--- config.mk ---
export PLATFORM = sky130hd
export DESIGN_NAME = board_loader_flat
export DESIGN_NICKNAME = d
export VERILOG_FILES = /design/src/rtl/board_loader_if.sv /design/src/rtl/board_loader.sv /design/src/flat_wrapper.sv
export SDC_FILE = /design/constraint.sdc
export NUM_CORES = 1
export LEC_CHECK = 0
export BUFFER_PORTS_ARGS = -buffer_cell sky130_fd_sc_hd__buf_2
export CELL_PAD_IN_SITES_DETAIL_PLACEMENT = 1
export CELL_PAD_IN_SITES_GLOBAL_PLACEMENT = 2
export CORE_MARGIN = 3
export CORE_UTILIZATION = 30
export DETAILED_ROUTE_END_ITERATION = 16
export PLACE_DENSITY = 0.79
export SYNTH_ARGS = -nofsm -noshare
export SYNTH_HDL_FRONTEND = slang
export SYNTH_SLANG_ARGS = --single-unit
--- constraint.sdc ---
create_clock -name clk_in -period 5.3 [get_ports clk_in]
set_input_delay 1.59 -clock clk_in [delete_from_list [all_inputs] [get_ports clk_in]]
set_output_delay 1.59 -clock clk_in [all_outputs]
set_load 0.05 [all_outputs]
--- src/rtl/board_loader_if.sv ---
// rtl/board_loader_if.sv - command, pattern stream and board write port of the board loader
interface board_loader_if #(
  parameter int ADDR_WIDTH = 12,
  parameter int DATA_WIDTH = 16
);
  logic                  start_in;
  logic                  clear_in;
  logic [ADDR_WIDTH-1:0] base_addr_in;
  logic                  word_valid_in;
  logic                  word_ready_out;
  logic [DATA_WIDTH-1:0] word_data_in;
  logic                  word_last_in;
  logic [ADDR_WIDTH-1:0] addr_w_out;
  logic [DATA_WIDTH-1:0] data_w_out;
  logic                  wr_en_out;
  logic                  busy_out;
  logic                  done_out;
  logic                  overflow_out;

  modport master (
    output start_in, clear_in, base_addr_in,
    output word_valid_in, word_data_in, word_last_in,
    input  word_ready_out,
    input  addr_w_out, data_w_out, wr_en_out,
    input  busy_out, done_out, overflow_out
  );

  modport slave (
    input  start_in, clear_in, base_addr_in,
    input  word_valid_in, word_data_in, word_last_in,
    output word_ready_out,
    output addr_w_out, data_w_out, wr_en_out,
    output busy_out, done_out, overflow_out
  );
endinterface

--- src/rtl/board_loader.sv ---
// rtl/board_loader.sv - loads a board pattern (optionally after a full clear) into the double-buffer write port
module board_loader #(
  parameter int ADDR_WIDTH = 12,
  parameter int DATA_WIDTH = 16,
  parameter int NUM_WORDS  = 3600
) (
  input  logic         clk_in,
  input  logic         rst_in,
  board_loader_if.slave bus
);
  localparam int CW = $clog2(NUM_WORDS + 1);
  localparam logic [ADDR_WIDTH-1:0] LAST_ADDR = ADDR_WIDTH'(NUM_WORDS - 1);
  localparam logic [ADDR_WIDTH:0]   WORDS_EXT = (ADDR_WIDTH + 1)'(NUM_WORDS);
  localparam logic [CW-1:0]         N_FULL    = CW'(NUM_WORDS);

  typedef enum logic [1:0] {IDLE, CLEAR, LOAD, DONE} state_t;

  state_t                state, state_next;
  logic [ADDR_WIDTH-1:0] clr_addr;
  logic [ADDR_WIDTH-1:0] ld_addr;
  logic [CW-1:0]         n_cnt;
  logic [ADDR_WIDTH-1:0] addr_w;
  logic [DATA_WIDTH-1:0] data_w;
  logic                  wr_en;
  logic                  busy;
  logic                  done;
  logic                  overflow;
  logic                  xfer;
  logic                  full;
  logic                  clr_end;

  assign xfer    = (state == LOAD) && bus.word_valid_in;
  assign full    = (n_cnt == N_FULL);
  assign clr_end = (clr_addr == LAST_ADDR);

  assign bus.word_ready_out = (state == LOAD);
  assign bus.addr_w_out     = addr_w;
  assign bus.data_w_out     = data_w;
  assign bus.wr_en_out      = wr_en;
  assign bus.busy_out       = busy;
  assign bus.done_out       = done;
  assign bus.overflow_out   = overflow;

  always_comb begin
    state_next = state;
    case (state)
      IDLE:    if (bus.start_in) state_next = bus.clear_in ? CLEAR : LOAD;
      CLEAR:   if (clr_end) state_next = LOAD;
      LOAD:    if (xfer && bus.word_last_in) state_next = DONE;
      DONE:    state_next = IDLE;
      default: state_next = IDLE;
    endcase
  end

  always_ff @(posedge clk_in or negedge rst_in) begin
    if (!rst_in) state <= IDLE;
    else         state <= state_next;
  end

  always_ff @(posedge clk_in or negedge rst_in) begin
    if (!rst_in) begin
      clr_addr <= '0;
      ld_addr  <= '0;
      n_cnt    <= '0;
      addr_w   <= '0;
      data_w   <= '0;
      wr_en    <= 1'b0;
      busy     <= 1'b0;
      done     <= 1'b0;
      overflow <= 1'b0;
    end else begin
      wr_en <= 1'b0;
      done  <= 1'b0;
      case (state)
        IDLE: begin
          if (bus.start_in) begin
            busy     <= 1'b1;
            overflow <= 1'b0;
            n_cnt    <= '0;
            clr_addr <= '0;
            // An out-of-range base would never be reached by the wrap logic, so start at 0.
            ld_addr  <= ({1'b0, bus.base_addr_in} >= WORDS_EXT) ? '0 : bus.base_addr_in;
          end
        end
        CLEAR: begin
          wr_en    <= 1'b1;
          addr_w   <= clr_addr;
          data_w   <= '0;
          clr_addr <= clr_addr + ADDR_WIDTH'(1);
        end
        LOAD: begin
          if (xfer) begin
            // Past a full board the source is still drained, but nothing is written.
            if (full) begin
              overflow <= 1'b1;
            end else begin
              wr_en   <= 1'b1;
              addr_w  <= ld_addr;
              data_w  <= bus.word_data_in;
              ld_addr <= (ld_addr == LAST_ADDR) ? '0 : ld_addr + ADDR_WIDTH'(1);
              n_cnt   <= n_cnt + CW'(1);
            end
          end
        end
        DONE: begin
          done <= 1'b1;
          busy <= 1'b0;
        end
        default: ;
      endcase
    end
  end
endmodule
--- src/flat_wrapper.sv ---
// flat-port wrapper written by rule: the top's interface ports become plain ports
module board_loader_flat 
#(
  parameter int ADDR_WIDTH = 12,
  parameter int DATA_WIDTH = 16,
  parameter int NUM_WORDS  = 3600
)
  (clk_in, rst_in, bus_start_in, bus_clear_in, bus_base_addr_in, bus_word_valid_in, bus_word_data_in, bus_word_last_in, bus_word_ready_out, bus_addr_w_out, bus_data_w_out, bus_wr_en_out, bus_busy_out, bus_done_out, bus_overflow_out);
  board_loader_if #(.ADDR_WIDTH(ADDR_WIDTH), .DATA_WIDTH(DATA_WIDTH)) bus_i ();
  input  logic clk_in;
  input  logic rst_in;
  input wire logic [$bits(bus_i.start_in)-1:0] bus_start_in;
  input wire logic [$bits(bus_i.clear_in)-1:0] bus_clear_in;
  input wire logic [$bits(bus_i.base_addr_in)-1:0] bus_base_addr_in;
  input wire logic [$bits(bus_i.word_valid_in)-1:0] bus_word_valid_in;
  input wire logic [$bits(bus_i.word_data_in)-1:0] bus_word_data_in;
  input wire logic [$bits(bus_i.word_last_in)-1:0] bus_word_last_in;
  output wire logic [$bits(bus_i.word_ready_out)-1:0] bus_word_ready_out;
  output wire logic [$bits(bus_i.addr_w_out)-1:0] bus_addr_w_out;
  output wire logic [$bits(bus_i.data_w_out)-1:0] bus_data_w_out;
  output wire logic [$bits(bus_i.wr_en_out)-1:0] bus_wr_en_out;
  output wire logic [$bits(bus_i.busy_out)-1:0] bus_busy_out;
  output wire logic [$bits(bus_i.done_out)-1:0] bus_done_out;
  output wire logic [$bits(bus_i.overflow_out)-1:0] bus_overflow_out;
  assign bus_i.start_in = bus_start_in;
  assign bus_i.clear_in = bus_clear_in;
  assign bus_i.base_addr_in = bus_base_addr_in;
  assign bus_i.word_valid_in = bus_word_valid_in;
  assign bus_i.word_data_in = bus_word_data_in;
  assign bus_i.word_last_in = bus_word_last_in;
  assign bus_word_ready_out = bus_i.word_ready_out;
  assign bus_addr_w_out = bus_i.addr_w_out;
  assign bus_data_w_out = bus_i.data_w_out;
  assign bus_wr_en_out = bus_i.wr_en_out;
  assign bus_busy_out = bus_i.busy_out;
  assign bus_done_out = bus_i.done_out;
  assign bus_overflow_out = bus_i.overflow_out;
  board_loader #(.ADDR_WIDTH(ADDR_WIDTH), .DATA_WIDTH(DATA_WIDTH), .NUM_WORDS(NUM_WORDS)) u_core (.clk_in(clk_in), .rst_in(rst_in), .bus(bus_i));
endmodule
==> results.sh, run 1 <==
export IMPL_outcome="finished, final reports clean"
export IMPL_crit_type="register to output port"
export IMPL_setup_viol=0
export IMPL_gr_total_overflow=0
export IMPL_initialDrtViolationCount=157
export IMPL_viasPerCell=5.258
export IMPL_ys_top_cells_by_count="dfrtp_1, nand2_1, inv_1"
export IMPL_grt_max_degree=71
export IMPL_cts_root_buf="clkbuf_16"
export IMPL_die_h_um=119.7
export IMPL_dieArea_um2=14340
export IMPL_final_hold_viol_count=0
export IMPL_syn_area_um2=3881
export IMPL_synth_most_common_cell="dfrtp_1"
export IMPL_grtUsageMet1_pct=22.55
export IMPL_drive_gt1_share_pct=25.39
export IMPL_multi_input_area_um2=1948
export IMPL_grt_met3_usage_pct=4.336
export IMPL_synth_top_area_share_pct=45.13
export IMPL_yosys_top_cells_area="dfrtp_1, mux2_2, mux2i_1, nand2_1, inv_1"
export IMPL_cts_buffer_depth=2
export IMPL_cp_end_kind="output port"
export IMPL_path_max_fanout=23
export IMPL_first_global_vias=3492
export IMPL_drc=0
export IMPL_syn_num_nets=430
export IMPL_portBuffers=66
export IMPL_gr_usage_met2_pct=25.99
export IMPL_core_area_um2=12310
export IMPL_ys_seq_elements=70
export IMPL_start_util_pct=31.52
export IMPL_drt_total_wl_mm=11.26
export IMPL_postSynthAreaPerCell_um2=10.00
export IMPL_cp_top_family="adder cells"
export IMPL_post_cts_buffers=0
export IMPL_cts_made_buffers=9
export IMPL_skew_ns=0.005178
export IMPL_crit_arrival_ns=1.77
export IMPL_grt_pass1_wl_mm=18.64
export IMPL_avgRoutedWirePerCell_um=18.13
export IMPL_synth_edff_count=0
export IMPL_tns_ns=0
export IMPL_areaGrowthSynthToFinish_pct=19.99
export IMPL_dpl_worst_slack_ns=1.895
export IMPL_crit_required_ns=3.71
export IMPL_cts_num_sinks=70
export IMPL_hpwl_mm=8.019
export IMPL_chipWidth_um=119.7
export IMPL_drv_cap=0
export IMPL_gp_congestion=0.8722
export IMPL_ir_drop_uv=113.3
export IMPL_leakage_nw=2.151
export IMPL_power_density_nw_per_um2=253.6
export IMPL_startpoint_type="register"
export IMPL_dr_total_vias=3265
export IMPL_n_fill_cell=1441
export IMPL_max_freq_ghz=0.2978
export IMPL_antenna_found_initial=0
export IMPL_ys_types=58
export IMPL_grt_busiest_layer="met2"
export IMPL_async_reset_ff_share_pct=100.0
export IMPL_synth_warnings=0
export IMPL_crit_path_max_incr_delay_ns=0.55
export IMPL_grt_total_usage_pct=16.63
export IMPL_rsz0062_at_grt="no"
export IMPL_rows=40
export IMPL_netlist_top_cell_by_area="dfrtp_1"
export IMPL_post_route_period_util_pct=63.37
export IMPL_synth_flop_cell="dfrtp_1"
export IMPL_cts_resized=0
export IMPL_hold_class="register to register"
export IMPL_dpl_cell_count=607
export IMPL_r2r_slack_ns=2.30
export IMPL_min_period_ns=3.359
export IMPL_clock_latency_ns=0.34
export IMPL_cp_buffers_inverters=2
export IMPL_synth_cells=388
export IMPL_stdcell_count=621
export IMPL_ant_nets=0
export IMPL_fin_ws_ns=1.942
export IMPL_seq_area_um2=1752
export IMPL_postCtsHoldBufs=0
export IMPL_dr_pass1_iters=4
export IMPL_p_total_w=0.001181
export IMPL_cp_slowest_cell="ha_2"
export IMPL_cts_htree_levels=3
export IMPL_io_pins=67
export IMPL_cts_tree="built"
export IMPL_path_cells="inv_1, ha_2, buf_2"
export IMPL_synth_seq_area_share_pct=45.13
export IMPL_maxSlewHeadroom_pct=35.70
export IMPL_slew_violations=0
export IMPL_antenna_cells=0
export IMPL_clk_pin_slew_ns=0.05
export IMPL_worst_slew_pin_transition_ns=0.9377
export IMPL_nets=492
==> power by group <==
group	leakage [nW]	switching [W]	internal [W]	total, W
Clock	0.142	0.000225	0.000385	0.000610
Sequential	0.876	0	0.000535	0.000535
Combinational	1.13	0.0000239	0.0000128	0.0000367
Total	2.15	0.000249	0.000933	0.00118
==> final timing paths <==
check,start,end,cells after the start
min in group asynchronous,rst_in,u_core.n_cnt[3],1
hold / removal,u_core.bus.addr_w_out[5],u_core.bus.addr_w_out[5],1
hold reg to reg,u_core.bus.addr_w_out[5],u_core.bus.addr_w_out[5],1
setup / recovery,u_core.state[0],bus_word_ready_out,3
max in group asynchronous,rst_in,u_core.bus.data_w_out[6],1
setup reg to reg,u_core.state[0],u_core.ld_addr[9],6
==> logic make-up after synthesis <==
| group | Yosys count | synth area share, % |
|---|---|---|
| AOI/OAI and AO/OA | 70 | 13.73 |
| xor gates and xnor gates | 11 | 2.482 |
| adders and majority gates | 8 | 2.579 |
| buffers and inverters | 46 | 4.932 |
| DFF | 70 | 45.13 |
| muxes | 44 | 12.48 |
| and+or+nand+nor | 139 | 18.67 |
==> registers in the layout (all words and copies together) (netlist names) <==
name	count
u_core.bus.addr_w_out	12
u_core.bus.wr_en_out	1
u_core.state	2
u_core.bus.data_w_out	16
u_core.ld_addr	12
u_core.bus.done_out	1
u_core.bus.busy_out	1
u_core.clr_addr	12
u_core.bus.overflow_out	1
u_core.n_cnt	12
==> cell usage in the layout (no fill, tap or decap), drive strengths merged, types with 3 or more instances in the layout <==
master	n
nor4	10
dfrtp	70
nor3	7
o21a	4
a22oi	3
nand2	46
or4	7
o32ai	3
a21oi	4
inv	28
o21ai	14
nand3b	3
mux2	23
a31oi	3
mux2i	21
clkbuf	13
xnor2	9
nand4	8
nor2	21
o211ai	11
nand3	19
or3	3
ha	8
o31ai	3
a32oi	3
buf	68
a22o	4
==> final cells by class <==
type / instances / share of cell area, %
Multi-Input combinational cell: 272 / 41.83
Inverter: 29 / 2.337
Tap cell: 168 / 4.514
Timing Repair Buffer: 68 / 7.469
Clock buffer: 13 / 5.588
Clock inverter: 1 / 0.6448
Sequential cell: 70 / 37.61
==> per-layer routing <==
| layer | vias to the layer above | wire length (um) |
|---|---|---|
| met5 | - | 0 |
| met4 | 0 | 182 |
| met3 | 11 | 545 |
| met2 | 82 | 5150 |
| met1 | 1633 | 5378 |
| li1 | 1539 | - |
==> metrics by stage <==
step	utilization, %	hold slack (ns)	area (um^2)
3_3_place_gp	35.47	0.4809	4367
5_1_grt	37.83	0.5213	4657
3_5_place_dp	35.47	0.4909	4367
4_1_cts	37.83	0.5075	4657
6_report	37.83	0.5038	4657
2_1_floorplan	-	0.4988	3881
Note: power is estimated with default switching activity, not from simulation.
==> run 2, diff against run 1 <==
Settings changed: ABC_AREA from default to 1, PLACE_DENSITY 0.79 to 0.85.
Clock period 5.3 ns to 3.2 ns, I/O delays scaled along.
==> results.sh, run 2 <==
export IMPL_outcome="finished, final reports clean"
export IMPL_clk_pin_slew_ns=0.06
export IMPL_dpl_worst_slack_ns=0.8794
export IMPL_async_reset_ff_share_pct=100.0
export IMPL_leakage_nw=2.378
export IMPL_power_density_nw_per_um2=1070
export IMPL_io_pins=67
export IMPL_synth_most_common_cell="nand2_1"
export IMPL_post_cts_buffers=0
export IMPL_cp_top_family="adder cells"
export IMPL_startpoint_type="register"
export IMPL_stdcell_count=775
export IMPL_yosys_top_cells_area="dfrtp_1, nand2_1, o21ai_2, o21ai_0, nand3_1"
export IMPL_syn_area_um2=4068
export IMPL_final_hold_viol_count=0
export IMPL_setup_viol=0
export IMPL_ys_types=29
export IMPL_holdWs_ns=0.4747
export IMPL_nets=640
export IMPL_tns_ns=0
export IMPL_dr_total_vias=3687
export IMPL_grt_pass1_wl_mm=18.99
export IMPL_crit_path_max_incr_delay_ns=0.49
export IMPL_mostFrequentLayoutCell="nand2_1"
export IMPL_largest_reg_flops=16
export IMPL_synth_mux_area_fraction_pct=0.4922
export IMPL_cts_htree_levels=3
export IMPL_final_cell_mix="nand2_1, dfrtp_1, buf_2"
export IMPL_chipWidth_um=122.4
export IMPL_ant_nets=0
export IMPL_rows=41
export IMPL_synth_warnings=0
export IMPL_drc=0
export IMPL_syn_num_nets=577
export IMPL_synth_adder_area_share_pct=2.461
export IMPL_postCtsHoldBufs=0
export IMPL_synth_top_area_share_pct=43.06
export IMPL_synth_xor_xnor_area_share_pct=2.153
export IMPL_synth_flop_cell="dfrtp_1"
export IMPL_path_cells="inv_1, ha_2, buf_2"
export IMPL_cts_root_buf="clkbuf_16"
export IMPL_synth_edff_count=0
export IMPL_cts_num_sinks=70
export IMPL_grt_max_degree=57
export IMPL_synth_top_family_by_area="simple AND/OR/NAND/NOR gates"
export IMPL_hold_class="register to register"
export IMPL_synth_compound_area_share_pct=12.15
export IMPL_drv_cap=0
export IMPL_initialDrtViolationCount=111
export IMPL_min_period_ns=2.676
export IMPL_max_freq_ghz=0.3737
export IMPL_gr_total_overflow=0
export IMPL_drive_gt1_share_pct=22.55
export IMPL_dieArea_um2=14990
export IMPL_gp_congestion=0.7861
export IMPL_drt_total_wl_mm=11.32
export IMPL_hpwl_mm=8.330
export IMPL_skew_ns=0.01060
export IMPL_dpl_cell_count=759
export IMPL_postSynthAreaPerCell_um2=7.603
export IMPL_cp_end_kind="output port"
export IMPL_ys_top_cells_by_count="nand2_1, dfrtp_1, inv_1, nor2_1, o21ai_0"
export IMPL_cp_buffers_inverters=2
export IMPL_netlist_top_cell_by_area="dfrtp_1"
export IMPL_synth_seq_area_share_pct=43.06
export IMPL_slew_violations=0
export IMPL_cts_resized=0
export IMPL_maxSlewHeadroom_pct=43.05
export IMPL_synthSimpleGateAreaFrac_pct=31.37
export IMPL_areaGrowthSynthToFinish_pct=19.41
export IMPL_cts_buffer_depth=2
export IMPL_portBuffers=66
export IMPL_crit_arrival_ns=1.72
export IMPL_ys_seq_elements=70
export IMPL_grt_total_usage_pct=16.20
export IMPL_die_h_um=122.4
export IMPL_path_max_fanout=23
export IMPL_viasPerCell=4.757
export IMPL_post_route_period_util_pct=83.62
export IMPL_rsz0062_at_grt="no"
export IMPL_cts_made_buffers=9
export IMPL_ir_drop_uv=567.3
export IMPL_cts_tree="built"
export IMPL_antenna_cells=0
export IMPL_n_fill_cell=1615
export IMPL_first_global_vias=3801
export IMPL_dr_pass1_iters=4
export IMPL_crit_required_ns=2.24
export IMPL_crit_type="register to output port"
export IMPL_antenna_found_initial=0
export IMPL_start_util_pct=31.47
export IMPL_synth_cells=535
export IMPL_clock_latency_ns=0.35
export IMPL_cp_slowest_cell="ha_2"
export IMPL_seq_area_um2=1752
export IMPL_avgRoutedWirePerCell_um=14.60
export IMPL_fin_ws_ns=0.5243
export IMPL_utilization_pct=37.57
export IMPL_worst_slew_pin_transition_ns=0.8543
export IMPL_core_area_um2=12930
export IMPL_multi_input_area_um2=1981
==> run 2: through the flow <==
step	total power [W]	cell area, um^2
global route	0.005609	4857
floorplan	0.003579	4068
CTS	0.005290	4857
global placement	0.003968	4501
finish	0.005197	4857
detailed placement	0.004046	4501
==> run 2: cell families after synthesis <==
group           count (synthesis)
buf+inv                        65
mux                             2
xor+xnor                       10
simple gates                  304
flops                          70
compound gates                 76
fa+ha+maj                       8
==> run 2: worst paths after layout <==
path / start / end / slack (ns) / depth (start not counted)
min in group asynchronous: rst_in / u_core.bus.data_w_out[2] / 0.72 / 1
setup reg to reg: u_core.state[0] / u_core.bus.data_w_out[0] / 0.90 / 7
hold / removal: u_core.bus.addr_w_out[10] / u_core.bus.addr_w_out[10] / 0.47 / 2
hold reg to reg: u_core.bus.addr_w_out[10] / u_core.bus.addr_w_out[10] / 0.47 / 2
setup / recovery: u_core.state[0] / bus_word_ready_out / 0.52 / 3
max in group asynchronous: rst_in / u_core.ld_addr[3] / 1.77 / 2
==> run 2: layer usage <==
layer / wire length (um) / global-route usage, % / vias up
met4: 229 / 6.648 / 0
li1: - / - / 1827
met1: 5356 / 21.11 / 1781
met3: 475 / 3.318 / 18
met5: 0 / 0 / -
met2: 5254 / 26.28 / 61
==> run 2: layout make-up <==
type                    instances  area share (%)
inverters                      46           3.555
clock inverters                 5           2.138
well taps                     172           4.431
repair buffers                 71           7.831
multi-input cells             400           40.78
flip-flops and latches         70           36.06
clock buffers                  11           5.203
==> run 2: report_power, final <==
part / internal, W / switching [W] / leakage [nW]
sequential: 0.00118 / 0.000245 / 0.930
clock: 0.000805 / 0.000404 / 0.176
combinational: 0.000648 / 0.00192 / 1.27
total: 0.00263 / 0.00256 / 2.38
==> run 2: worst min-delay path, stage by stage, from the launching register on <==
cell and delay, ns:
dfrtp_1 0.33, nand2_1 0.06, o21ai_2 0.05
